$ cat src/rtl/block_emitter.sv
// Streams "begin"/"end" keywords one character per beat, each followed by a space,
// and tracks whether the accepted command stream is balanced.
module block_emitter #(
  parameter int unsigned DEPTH_W = 8
) (
  input  logic       clk,
  input  logic       reset,
  input  logic       cmd_valid,
  input  logic       cmd,
  input  logic       cmd_upper,
  output logic       cmd_ready,
  output logic [7:0] out_char,
  output logic       out_valid,
  input  logic       out_ready,
  output logic       result
);

  localparam int unsigned IDX_W  = 3;
  localparam int unsigned CHAR_W = 8;
  localparam logic [DEPTH_W-1:0] DEPTH_MAX = {DEPTH_W{1'b1}};
  localparam logic [CHAR_W-1:0]  SPACE     = 8'h20;

  typedef enum logic [1:0] {
    IDLE,
    WORD,
    SEP
  } state_t;

  state_t             state, state_n;
  logic [IDX_W-1:0]   idx, idx_n;
  logic               kind, kind_n;
  logic               upper, upper_n;
  logic [DEPTH_W-1:0] depth, depth_n;
  logic               broken, broken_n;
  logic               last;
  logic [CHAR_W-1:0]  char_n;

  // Letter ROM; uppercase is the lowercase code with bit 5 cleared.
  function automatic logic [CHAR_W-1:0] letter(input logic is_end, input logic up,
                                               input logic [IDX_W-1:0] i);
    logic [CHAR_W-1:0] c;
    c = 8'h00;
    if (is_end) begin
      case (i)
        3'd0:    c = 8'h65;
        3'd1:    c = 8'h6E;
        3'd2:    c = 8'h64;
        default: c = 8'h00;
      endcase
    end else begin
      case (i)
        3'd0:    c = 8'h62;
        3'd1:    c = 8'h65;
        3'd2:    c = 8'h67;
        3'd3:    c = 8'h69;
        3'd4:    c = 8'h6E;
        default: c = 8'h00;
      endcase
    end
    if (up) c = c & 8'hDF;
    return c;
  endfunction

  // Next-state, depth bookkeeping and next output values.
  always_comb begin
    state_n  = state;
    idx_n    = idx;
    kind_n   = kind;
    upper_n  = upper;
    depth_n  = depth;
    broken_n = broken;
    char_n   = 8'h00;
    last     = (idx == (kind ? 3'd2 : 3'd4));

    case (state)
      IDLE: begin
        if (cmd_valid) begin
          state_n = WORD;
          idx_n   = '0;
          kind_n  = cmd;
          upper_n = cmd_upper;
          if (!cmd) begin
            if (depth == DEPTH_MAX) broken_n = 1'b1;
            else                    depth_n  = depth + DEPTH_W'(1);
          end else begin
            if (depth == '0) broken_n = 1'b1;
            else             depth_n  = depth - DEPTH_W'(1);
          end
        end
      end
      WORD: begin
        if (out_ready) begin
          if (last) state_n = SEP;
          else      idx_n   = idx + IDX_W'(1);
        end
      end
      SEP: begin
        if (out_ready) state_n = IDLE;
      end
      default: state_n = IDLE;
    endcase

    case (state_n)
      WORD:    char_n = letter(kind_n, upper_n, idx_n);
      SEP:     char_n = SPACE;
      default: char_n = 8'h00;
    endcase
  end

  // State and registered outputs; reset wins over any handshake.
  always_ff @(posedge clk) begin
    if (!reset) begin
      state     <= IDLE;
      idx       <= '0;
      kind      <= 1'b0;
      upper     <= 1'b0;
      depth     <= '0;
      broken    <= 1'b0;
      cmd_ready <= 1'b1;
      out_valid <= 1'b0;
      out_char  <= 8'h00;
      result    <= 1'b1;
    end else begin
      state     <= state_n;
      idx       <= idx_n;
      kind      <= kind_n;
      upper     <= upper_n;
      depth     <= depth_n;
      broken    <= broken_n;
      cmd_ready <= (state_n == IDLE);
      out_valid <= (state_n != IDLE);
      out_char  <= char_n;
      result    <= !broken_n && (depth_n == '0);
    end
  end

endmodule

$ cat config.mk
export PLATFORM = sky130hd
export DESIGN_NAME = block_emitter
export DESIGN_NICKNAME = d
export VERILOG_FILES = /design/src/rtl/block_emitter.sv
export SDC_FILE = /design/constraint.sdc
export NUM_CORES = 1
export LEC_CHECK = 0
export ABC_AREA = 0
export CAP_MARGIN = 20
export CELL_PAD_IN_SITES_DETAIL_PLACEMENT = 0
export CELL_PAD_IN_SITES_GLOBAL_PLACEMENT = 1
export CORE_ASPECT_RATIO = 1.25
export CORE_MARGIN = 2
export CORE_UTILIZATION = 32
export CTS_BUF_LIST = sky130_fd_sc_hd__clkbuf_8 sky130_fd_sc_hd__clkbuf_16
export CTS_CLUSTER_SIZE = 24
export DETAILED_ROUTE_END_ITERATION = 8
export PLACE_DENSITY_LB_ADDON = 0.05
export RECOVER_POWER = 100
export SKIP_LAST_GASP = 1
export SLEW_MARGIN = 5
export SYNTH_ARGS = -nofsm -noshare
export SYNTH_HDL_FRONTEND = slang
export SYNTH_SLANG_ARGS = --single-unit
export TNS_END_PERCENT = 10
$ cat constraint.sdc
create_clock -name clk -period 2.2 [get_ports clk]
set_clock_uncertainty 0.05 [all_clocks]
set_input_delay 0.44 -clock clk [delete_from_list [all_inputs] [get_ports clk]]
set_output_delay 0.44 -clock clk [all_outputs]
set_load 0.005 [all_outputs]
## Word-level counts from Yosys, hierarchy flattened

Cells that the tools add are included.
Widths: inputs -> output; s select.

- Logic and storage cells: 60
- Input bits: 6
- Register bits after elaboration: 27
- Output and inout port bits: 11

- Add/sub/neg operators: 3
- Equal/unequal tests: 10
- Mux-type cells: 29
- Reduce and logical (&&, ||, !) cells: 8

Operators with widths:

| cell | count |
|---|---|
| $mux 8 | 5 |
| $pmux 7 s5 | 1 |
| $pmux 7 s3 | 1 |
| $logic_not 8->1 | 2 |
| $pmux 8 s2 | 1 |
| $mux 3 | 4 |
| $mux 1 | 9 |
| $add 8x1->8 const B | 1 |
| $eq 8x8->1 const B | 1 |
| $mux 2 | 4 |
| $sub 8x1->8 const B | 1 |
| $mux 7 | 1 |
| $eq 3x2->1 const B | 2 |
| $mux 6 | 1 |
| $pmux 2 s3 | 1 |
| $pmux 3 s2 | 1 |
| $eq 2x1->1 const B | 2 |
| $eq 2x2->1 const B | 2 |
| $logic_not 2->1 | 2 |
| $add 3x1->3 const B | 1 |
| $eq 3x1->1 const B | 1 |
| $eq 3x3->1 | 1 |
| $eq 3x3->1 const B | 1 |
| $logic_not 3->1 | 1 |
| 3 further kinds | 3 |

## Longest topological paths before layout

- Word-level depth: 10
- Mapped depth: 8
- Mapped depth without buffers: 8

## Worst setup path before layout

Ideal clock, no wire load.

- Kind: flip-flop to flip-flop
- Start point: register idx[1]
- End point: register out_char[0]
- Path slack: 115 ps
- Data required time: 2030 ps
- Buffers on the path: 0
- Period minus slack after synthesis: 2085 ps
- Arrival: 1915 ps
- Cell stages (with the launch flop): 8
- Setup time: 120 ps
- Path through: dfxtp_1 > or3b_2 > a21oi_1 > nand2_1 > a31oi_1 > ha_1 > nand3_1 > nor3_1

- Word-level cells in the longest chain between the ends: 9
- Elaborated cells between the ends (all ways): 21
- Classes of those cells: add/sub (1); eq/ne (7); mux (12); reduce/logical (1)

RTL lines:

| what | RTL line | RTL |
|---|---|---|
| start, declared | 30 | `logic [IDX_W-1:0] idx, idx_n;` |
| start signal, assigned | 125 | `idx <= idx_n;` |
| $add 3x1->3 / $eq 3x3->1 (equally long branches) | 94, 73 |  |
| $mux 3 | 93 | `if (last) state_n = SEP;` |
| $mux 3 | 92 | `if (out_ready) begin` |
| $pmux 3 s2 | 75 | `case (state)` |
| $eq 3x3->1, or another cell as far along | 51 | `case (i)` |
| $pmux 7 s5 / $pmux 7 s3 (equally long branches) | 51, 44 |  |
| $mux 7 | 43 | `if (is_end) begin` |
| $mux 6 | 60 | `if (up) c = c & 8'hDF;` |
| $pmux 8 s2 (*) | 103 | `case (state_n)` |
| end signal, assigned | 132 | `out_char <= char_n;` |
| end, declared | 12 | `output logic [7:0] out_char,` |

Mark *: on every way between the ends. The rest lies on a longest branch, timed or not.
A chain may end at the register's enable or synchronous reset.

## Final worst setup path

- Start point: register depth[1]
- End point: register result

- Word-level cells in the longest chain between the ends: 7
- Elaborated cells between the ends (all ways): 17
- Classes of those cells: add/sub (2); eq/ne (1); mux (10); reduce/logical (4)

RTL lines:

| what | RTL line | RTL |
|---|---|---|
| start, declared | 33 | `logic [DEPTH_W-1:0] depth, depth_n;` |
| start signal, assigned | 128 | `depth <= depth_n;` |
| $add 8x1->8, or another cell as far along | 84 | `else depth_n = depth + DEPTH_W'(1);` |
| $mux 8, or another cell as far along | 83 | `if (depth == DEPTH_MAX) broken_n = 1'b1;` |
| $mux 8 / $mux 1 (equally long branches) | 82 | `if (!cmd) begin` |
| $mux 8 / $mux 1 (equally long branches) | 77 | `if (cmd_valid) begin` |
| $mux 8 / $mux 1 (equally long branches) | 75 |  |
| $logic_not 8->1 / $logic_not 1->1 (equally long branches) | 133 | `result <= !broken_n && (depth_n == '0);` |
| $logic_and 1x1->1 (*) | 133 |  |
| end signal, assigned | 133 |  |
| end, declared | 15 | `output logic result` |

Marks and branches as above.

==> results.toml <==
[outcome]
status = "finished, final reports clean"

[setup_path]
crit_slowest_cell = "a2111oi_2"
crit_path_cell_trace = "inv_1, ha_1, nor2b_1, nand2_1, a2111oi_2, buf_4, o221ai_1, o41ai_2"
ff2ff_path_depth = 8
path_max_fanout = 4
worst_ep_arrival_time_ns = 2.29
crit_type = "flip-flop to flip-flop"
cp-end-kind = "flip-flop"
crit_path_start_kind = "flip-flop"
required_ns = 2.34
cp_slowest_stage_delay_ns = 0.43

[layout]
fin_cells = 316
final_nets = 270
drive_above_1_share_pct = 31.3
areaGrowthSynthToFinish_pct = 48.1
diodes = 0
finalInstanceArea_um2 = 2280

[synth]
avgSynthCellArea_um2 = 8.09
yosysTopAreaCell = "dfxtp_1"
synth.top_cell.area_share_pct = 32.5
synthCells = 190
synthDistinctLibCells = 51
ys_seq_elements = 25
synth_ff_type = "dfxtp_1"
synth_edf_count = 0
yosysSeqAreaShare_pct = 32.5
ys_top_cells_by_area = "dfxtp_1 (33%), ha_1 (5.7%), nand2_1 (4.1%), nor2b_1 (4.1%), and2_1 (3.7%)"
synth_warnings = 0
synth.top_cells.by_count = "dfxtp_1 (25), nand2_1 (17), a21oi_1 (11)"
netlist_area_um2 = 1540
synth_most_common_cell = "dfxtp_1"
async_reset_ff_share_pct = 0

[timing]
hold_ws_ns = 0.467
fmax_ghz = 0.463
rsz0062_at_grt = "yes"
period_needed_ns = 2.16
slew_viol_final = 0
finalHoldViolations = 0
finalCritPeriodShare_pct = 98.1
finalSetupTns_ns = 0
setup_viol = 0

[global_route]
overflow = 0
grt_max_degree = 21
grt_pass1_wl_um = 7710
grt_util_all_layers_pct = 19.3
grt_pass1_vias = 1659
antenna_found_initial = 0

[place]
dp_hpwl_um = 3850
place.gp.congestion = 0.980
placed_cells = 310
dpl-instance-area_um2 = 2120
port_buffers = 14

[clocking]
clk_pin_slew_ns = 0.10
cts-root-buf = "clkbuf_8"
cts_max_path_buffers = 2
htree_num_levels = 1
cts_hold_buf = 0
cts.sink_count = 25
cts_tree = "done"
clk_latency_ns = 0.27
cts_made_buffers = 3

[hold_path]
whs_path_depth = 2
min_path_type = "flip-flop to flip-flop"

[power]
finalPower_w = 0.00154
p_sw_w = 0.000545
p_leak_nw = 0.970
p_int_w = 0.000994
switching_share_pct = 35.4
peakVddDrop_uv = 237
seqPwrFrac_pct = 35.1
clockPowerShare_pct = 18.6
comb_power_share_pct = 46.3
powerDensity_nw_per_um2 = 676

[drt]
viasPerCell = 5.18
vias = 1637
wl_um = 4810
drt_iter0_drc = 77
antenna_left = 0
route.detailed.drc = 0
wire_per_inst_um = 15.2
first_pass_iters = 4

[floorplan]
fp.dieW_um = 66
die_h_um = 81.5
die_area_um2 = 5380
row_count = 28
num_io_pins = 17
core_area_um2 = 4690
start_util_pct = 32.8

[flow_run]
drv_cap = 0
==> per-layer routing <==
| metal | vias up | global-route usage (%) | part of all wire (%) |
|---|---|---|---|
| met5 | - | 0 | 0 |
| li1 | 817 | - | - |
| met1 | 770 | 19.8 | 38 |
| met3 | 13 | 2.60 | 3.0 |
| met2 | 37 | 37.8 | 55 |
| met4 | 0 | 9.18 | 3.3 |
==> final cells by class <==
class / instances / area [µm²]
clock buffers: 3 / 41.3
clock inverters: 1 / 5.00
fillers: 499 / 2420
inverters: 10 / 37.5
multi-input cells: 144 / 1030
flip-flops and latches: 25 / 500
well taps: 60 / 75.1
repair buffers: 73 / 592
==> worst max-delay path: cells and delay by family (launching register included) <==
family          cells  cell delay (ns)
compound gates      3             0.82
flops               1             0.35
simple gates        2             0.37
buf+inv             2             0.28
fa+ha+maj           1             0.20
==> metrics by stage <==
step                worst slack, ns  utilization [%]
detailed placement           -0.552             45.1
global route                -0.0677             48.5
finish                       0.0414             48.5
CTS                         -0.0131             47.4
global placement             -0.579             45.1
floorplan                     0.115                -
==> layout by cell type (no fill, tap or decap), drive strengths merged, types with 3 or more instances in the layout <==
master and count:
nor3b 3, nand2 17, nand3b 3, clkdlybuf4s50 3, clkbuf 3, o41ai 3, dfxtp 25, dlygate4sd3 9
o21ai 11, nor2b 10, nor2 10, a31oi 4, ha 7, and2 9, inv 10, nor3 5
buf 59, nand4 4, a21oi 11, o211ai 4, nand3 8
==> power by group through the flow <==
stage	Sequential, W	Combinational (W)	Clock, W
after global placement	0.000551	0.000684	0
final	0.000540	0.000713	0.000286
after CTS	0.000540	0.000705	0.000298
after global routing	0.000546	0.000770	0.000316
after detailed placement	0.000550	0.000678	0
after floorplan	0.000541	0.000318	0
==> logic make-up after synthesis <==
group                    count (synthesis)  synth area share, %
multiplexers                             2                 1.30
AND/OR/NAND/NOR                         81                 29.9
flip-flops                              25                 32.5
XOR/XNOR                                 1                0.570
AO/OA/AOI/OAI                           51                 23.0
buffers and inverters                   22                 6.67
other                                    1                0.244
adder cells (fa/ha/maj)                  7                 5.70
==> what timing repair did <==
action / 4_1_cts / 5_1_grt
setup buffers: 1 / 1
endpoints found under the setup margin: 5 / 8
resized for setup: 12 / 10
pin swaps: 5 / 4
==> worst paths after layout <==
path	start	endpoint	slack, ns
setup reg to reg	depth[1]	result	0.04
hold / removal	broken	broken	0.47
setup / recovery	depth[1]	result	0.04
hold reg to reg	broken	broken	0.47
==> state kept, by name, indices dropped and copies added, names as in the netlist <==
name and cells:
result 1, kind 1, out_char 6, cmd_ready 1, depth 8, broken 1, state 2, out_valid 1
upper 1, idx 3
Power figures use the tool's default switching activity.
